$ cat config.mk
export PLATFORM = sky130hd
export DESIGN_NAME = mem_port_arbiter
export DESIGN_NICKNAME = d
export VERILOG_FILES = /design/src/rtl/mem_port_arbiter.sv
export SDC_FILE = /design/constraint.sdc
export NUM_CORES = 1
export LEC_CHECK = 0
export CAP_MARGIN = 20
export CORE_ASPECT_RATIO = 1.75
export CORE_MARGIN = 3
export CORE_UTILIZATION = 55
export CTS_BUF_LIST = sky130_fd_sc_hd__clkbuf_8
export DETAILED_ROUTE_END_ITERATION = 7
export DONT_BUFFER_PORTS = 1
export HOLD_SLACK_MARGIN = 0.05
export PLACE_DENSITY = 0.77
export SLEW_MARGIN = 0
export SYNTH_ARGS = -nofsm -noshare
export SYNTH_HDL_FRONTEND = slang
export SYNTH_SLANG_ARGS = --single-unit
$ cat constraint.sdc
create_clock -name clk_i -period 2 [get_ports clk_i]
set_clock_uncertainty 0.2 [all_clocks]
set_input_delay 0.3 -clock clk_i [delete_from_list [all_inputs] [get_ports clk_i]]
set_output_delay 0.3 -clock clk_i [all_outputs]
set_load 0.005 [all_outputs]
$ cat src/rtl/mem_port_arbiter.sv
// mem_port_arbiter
//   Shares one memory/MMIO bus between the IF-stage fetch port and the
//   MEM-stage data port. Each bus transaction runs a ready handshake. The
//   pipeline stalls while either request is outstanding.
//
// Ports
//   clk_i, rst_i           clock, synchronous active-high reset
//   if_req_i/if_addr_i     fetch request (held until if_ack_o) and PC
//   if_ack_o/if_rdata_o    one-cycle fetch completion pulse + instruction
//   d_req_i/d_we_i/...     data request (held until d_ack_o): we, addr,
//                          wdata, dmtype
//   d_ack_o/d_rdata_o      one-cycle data completion pulse + load data
//   bus_*_o                registered bus command; bus_req_o is high while
//                          a transaction is in flight
//   bus_ready_i/rdata_i    target completion handshake + read data
//   stall_o                freeze the pipeline
//   timeout_err_o          pulses with the ack of a timed-out transaction
module mem_port_arbiter #(
  parameter int unsigned MAX_D_STREAK = 4,
  parameter int unsigned TIMEOUT      = 255,
  parameter logic [31:0] ERR_DATA     = 32'hDEAD_BEEF
) (
  input  logic        clk_i,
  input  logic        rst_i,
  input  logic        if_req_i,
  input  logic [31:0] if_addr_i,
  output logic        if_ack_o,
  output logic [31:0] if_rdata_o,
  input  logic        d_req_i,
  input  logic        d_we_i,
  input  logic [31:0] d_addr_i,
  input  logic [31:0] d_wdata_i,
  input  logic [2:0]  d_dmtype_i,
  output logic        d_ack_o,
  output logic [31:0] d_rdata_o,
  output logic        bus_req_o,
  output logic        bus_we_o,
  output logic [31:0] bus_addr_o,
  output logic [31:0] bus_wdata_o,
  output logic [2:0]  bus_dmtype_o,
  input  logic        bus_ready_i,
  input  logic [31:0] bus_rdata_i,
  output logic        stall_o,
  output logic        timeout_err_o
);

  localparam int unsigned SW = $clog2(MAX_D_STREAK + 1);
  localparam int unsigned TW = $clog2(TIMEOUT + 1);

  typedef enum logic [1:0] {IDLE, GRANT_IF, GRANT_D} state_e;

  typedef struct packed {
    logic        we;
    logic [31:0] addr;
    logic [31:0] wdata;
    logic [2:0]  dmtype;
  } bus_cmd_t;

  state_e        state_q;
  bus_cmd_t      cmd_q;
  logic          bus_req_q;
  logic          if_ack_q, d_ack_q, terr_q;
  logic [31:0]   if_rdata_q, d_rdata_q;
  logic [SW-1:0] streak_q;
  logic [TW-1:0] tmo_q;

  logic          if_pend_d, d_pend_d, ack_busy_d;
  logic          grant_d_d, grant_if_d, done_d;
  logic [31:0]   rdata_d;

  // A requester whose ack is pulsing this cycle is not pending any more.
  assign if_pend_d  = if_req_i & ~if_ack_q;
  assign d_pend_d   = d_req_i & ~d_ack_q;
  // The ack cycle is a dead IDLE cycle: nothing is granted in it, which
  // gives each transaction a minimum occupancy of three cycles.
  assign ack_busy_d = if_ack_q | d_ack_q;
  assign grant_d_d  = ~ack_busy_d & d_pend_d &
                      (~if_pend_d | (streak_q < SW'(MAX_D_STREAK)));
  assign grant_if_d = ~ack_busy_d & if_pend_d & ~grant_d_d;

  // Completion on ready, or on the last permitted waiting cycle. Ready wins
  // over the timeout when both land in the same cycle.
  assign done_d  = bus_ready_i | (tmo_q == TW'(TIMEOUT - 1));
  assign rdata_d = bus_ready_i ? bus_rdata_i : ERR_DATA;

  always_ff @(posedge clk_i) begin
    if (rst_i) begin
      state_q    <= IDLE;
      cmd_q      <= '0;
      bus_req_q  <= 1'b0;
      if_ack_q   <= 1'b0;
      d_ack_q    <= 1'b0;
      terr_q     <= 1'b0;
      if_rdata_q <= '0;
      d_rdata_q  <= '0;
      streak_q   <= '0;
      tmo_q      <= '0;
    end else begin
      if_ack_q <= 1'b0;
      d_ack_q  <= 1'b0;
      terr_q   <= 1'b0;
      case (state_q)
        IDLE: begin
          if (grant_d_d) begin
            cmd_q     <= '{we: d_we_i, addr: d_addr_i, wdata: d_wdata_i, dmtype: d_dmtype_i};
            bus_req_q <= 1'b1;
            tmo_q     <= '0;
            state_q   <= GRANT_D;
            // Count data grants that bypass a waiting fetch.
            if (!if_pend_d)
              streak_q <= '0;
            else if (streak_q != SW'(MAX_D_STREAK))
              streak_q <= streak_q + SW'(1);
          end else if (grant_if_d) begin
            cmd_q     <= '{we: 1'b0, addr: if_addr_i, wdata: 32'h0, dmtype: 3'b010};
            bus_req_q <= 1'b1;
            tmo_q     <= '0;
            streak_q  <= '0;
            state_q   <= GRANT_IF;
          end
        end
        GRANT_IF, GRANT_D: begin
          if (done_d) begin
            bus_req_q <= 1'b0;
            terr_q    <= ~bus_ready_i;
            state_q   <= IDLE;
            if (state_q == GRANT_IF) begin
              if_ack_q   <= 1'b1;
              if_rdata_q <= rdata_d;
            end else begin
              d_ack_q <= 1'b1;
              if (!cmd_q.we) d_rdata_q <= rdata_d;
            end
          end else begin
            tmo_q <= tmo_q + TW'(1);
          end
        end
        default: state_q <= IDLE;
      endcase
    end
  end

  assign if_ack_o      = if_ack_q;
  assign if_rdata_o    = if_rdata_q;
  assign d_ack_o       = d_ack_q;
  assign d_rdata_o     = d_rdata_q;
  assign bus_req_o     = bus_req_q;
  assign bus_we_o      = cmd_q.we;
  assign bus_addr_o    = cmd_q.addr;
  assign bus_wdata_o   = cmd_q.wdata;
  assign bus_dmtype_o  = cmd_q.dmtype;
  assign timeout_err_o = terr_q;
  assign stall_o       = if_pend_d | d_pend_d;

endmodule

==> results.md <==
* Post-DP HPWL at ~12000 µm
* Worst reg-to-reg setup slack at around 0.041 ns
* Hold-fix buffers at CTS at 11
* Count of cell types in the netlist at 51
* Nets@finish at 765
* Slew headroom at 67.14%
* Die H at 140.8 µm
* Global-route total usage across every layer at ~28%
* Clock latency at the later pin of the worst-skew pair at about 0.44 ns
* Slew Limit Fails at 0
* Highest net fanout along the worst path at 6
* Largest family of logic cells by synthesized area: compound AO/OA/AOI/OAI gates
* EDFF count, synth at 0
* Detailed Route WL at approximately 17000 µm
* R2r endpoint: if_rdata_o[3]$_SDFFE_PP0P_
* Clk sink count at between 100 and 150
* Synthesized area at roughly 5700 µm²
* DRC viols at 1
* Main synth FF type: dfxtp_1
* First-pass GRT wire length at roughly 26000 µm
* Worst Min Path Start: rst_i
* Drt first-iter violations at 380
* TritonCTS buffer count at 17
* Ys async rst share at 0%
* Failing checks: DRC, hold timing
* Pre-CTS setup slack at -0.02965 ns
* Ranking of synthesized cells by area: dfxtp_1 52%, nor2_1 8.3%, a222oi_1 5.6%
* Post-Synth Adder-Cell Area at roughly 1.3%
* Synthesis-to-layout area growth at 16.72%
* Fin Hold WS at -0.2740 ns
* Worst r2r src: tmo_q[0]$_SDFFE_PP0P_
* Clock root buffer: clkbuf_8
* Hold endpoint: d_rdata_o[16]$_SDFFE_PP0P_
* Minimum clock period after layout at 1.959 ns
* F_max at 510.6 MHz
* Outcome: complete, but fails checks
* Hold Path Cell Cnt at 1
* CP Class: flop to flop
* Top cell type's share of synthesized area at between 50% and 60%
* Vias at around 5100
* Ys Warns at 0
* Synthesis-stage register bit count at ~150
* Synth Area in Compound Gates at between 20 and 25%
* Worst min path class: primary input to flop
* Post-DR wirelength/cell at between 20 and 25 µm
* Register area at 2984 µm²
* Sequential-to-total area share from yosys stat at about 52%
* Max Cap Violations at 0
* M3 GR Usage at about 9.7%
* Worst Setup Slack, final at a little over 0.04 ns
* First-pass DRT Iterations at 8
* DIE AREA at roughly 12000 µm²
* Vias in the first global route at a little over 5000
* Final Hold Vio Count at 138
* Nature of the critical path startpoint: flop
* Starting Density at 57.28%
* Share of layout cells above drive strength 1 at between 10% and 20%
* Crit path DAT at approximately 2.1 ns
* Pwr/cell area at between 1000 and 1500 nW/µm²
* Critical Path RT at between 2 and 2.5 ns
* Worst Setup End Kind: flop
* Core area at 9970 µm²
* Routing usage on met2 at between 50% and 60%
* H-tree Lvls at 4
* Maximum vdd drop at between 600 and 700 µV
* Met1 Track Usage GR at 28.73%
* Largest net degree at the start of global routing at about 140
* Mapped Avg Cell Area at approximately 9.4 µm²
* Total congestion overflow at 0
* Busiest layer in global routing: met2
* Post-Synthesis Cells at between 600 and 700
* Setup violations, final at 0
* R2R depth at 8
* Initial antenna violation count at 0
* Fillers at between 800 and 900
* Worst Setup SP: tmo_q[0]$_SDFFE_PP0P_
* Multi-input gate area in the final layout at 2484 µm²
* Syn_nets at roughly 750
* CTS tree: done
* Cell taking the most area after synthesis: dfxtp_1
* Layout Utilization at about two thirds
* GPL Wtd Cong at roughly 0.9
* Antenna-violating nets left at 0
* FP Rows at 48
* Period utilization at between 90% and 100%
* Mux share of post-synthesis cell area at 0%
* Post-Synth Simple-Gate Area at 17.13%
* Actual slew at the worst max-slew pin at just under 0.5 ns
* Vias/cell at around 6.7
* XOR/XNOR share of the synthesized area at 0%
* Unrepaired setup endpoints after global routing: yes
* IO buf count at 0
* Ant. Diodes at 0
* Worst-path clk slew at roughly 0.09 ns
* Leak pwr at around 0.0025 µW
* Io pins at 274
* Overall die width at 83.03 µm
* Deepest clock path buffer count at 2
[metal layers]
metal | up-vias | wire length (µm)
met3 | 51 | 1830
met2 | 355 | 9356
met5 | - | 0
li1 | 2299 | -
met1 | 2387 | 5703
met4 | 0 | 531
[placed cells by master, fill, tap and decap left out, drive strengths merged, types with 11 or more instances in the layout]
master,n
o21a,14
buf,36
clkbuf,19
a222oi,32
dlygate4sd3,11
a21oi,18
a31oi,27
o31ai,14
nor3,31
inv,16
a22oi,35
dfxtp,149
nor2,127
[synthesized netlist by cell type (4+ instances only)]
cell type and count:
nor3b_1 8, clkbuf_1 36, buf_2 12, nand2_1 7, a31o_1 8, o221a_1 6
nand4_1 10, o221a_2 4, nor2_1 126, a21oi_1 17, a31oi_1 27, dfxtp_1 149
o21a_1 14, nand3_1 9, a22oi_1 35, inv_1 11, o31ai_1 14, ha_1 6
a222oi_1 32, nor3_1 29
[power by group]
| part | total [µW] | switching (µW) | leakage (µW) | internal (µW) |
|---|---|---|---|---|
| registers | 3370 | 188 | 0.00122 | 3180 |
| clock network | 2430 | 1190 | 0.000208 | 1250 |
| logic | 1050 | 578 | 0.00106 | 475 |
[worst max-delay path, stage by stage (launching register included)]
cell       delay (ns)
dfxtp_1          0.35
inv_1            0.07
ha_1             0.22
and3_1           0.24
a21oi_4          0.19
nor3_4           0.06
buf_12           0.13
clkbuf_16        0.15
o221a_2          0.26
[cell type report]
type	instances	area share [%]
sequential	149	44.77
multi-input combinational	391	37.26
timing repair buffer	50	8.616
clock buffer	17	3.510
clock inverter	15	2.703
tap	125	2.347
inverter	13	0.7884
[what timing repair did]
action | CTS | global route
setup buffers | 0 | 3
pin swaps | 0 | 4
cloned | 1 | 2
endpoints found under the setup margin | 8 | 81
gates resized for setup | 6 | 9
hold endpoints to repair | 149 | 138
[flip-flops by register name, summed over array words and instances (netlist names), 2 cells and up]
name / cells
if_rdata_o: 32
bus_wdata_o: 32
bus_dmtype_o: 3
d_rdata_o: 32
tmo_q: 8
bus_addr_o: 32
state_q: 2
streak_q: 3
[through the flow]
stage | TNS [ns] | hold WS, ns | power, µW | std cells | cell area [µm²]
3_5_place_dp | -0.05922 | 0.1826 | 4370 | 711 | 5963
5_1_grt | -0.02305 | -0.2990 | 7133 | 760 | 6665
4_1_cts | 0 | -0.2985 | 6831 | 755 | 6543
3_3_place_gp | -0.004723 | 0.1832 | 4329 | 711 | 5963
6_report | 0 | -0.2740 | 6851 | 760 | 6665
2_1_floorplan | 0 | 0.2492 | 4083 | 609 | 5710
[cell families after synthesis]
logic type | Yosys count
compound gates | 175
flops | 149
buf+inv | 69
simple gates | 210
fa+ha+maj | 6
[worst max-delay path by stage]
stage | endpoint | depth (start not counted)
final | if_rdata_o[3]$_SDFFE_PP0P_ | 8
after global routing | bus_addr_o[28]$_SDFFE_PP0P_ | 7
after CTS | tmo_q[3]$_SDFFE_PP0P_ | 6
after detailed placement | tmo_q[4]$_SDFFE_PP0P_ | 7
after global placement | tmo_q[4]$_SDFFE_PP0P_ | 7
after floorplan | tmo_q[3]$_SDFFE_PP0P_ | 7
No activity file was read; power rests on OpenSTA's default activity.
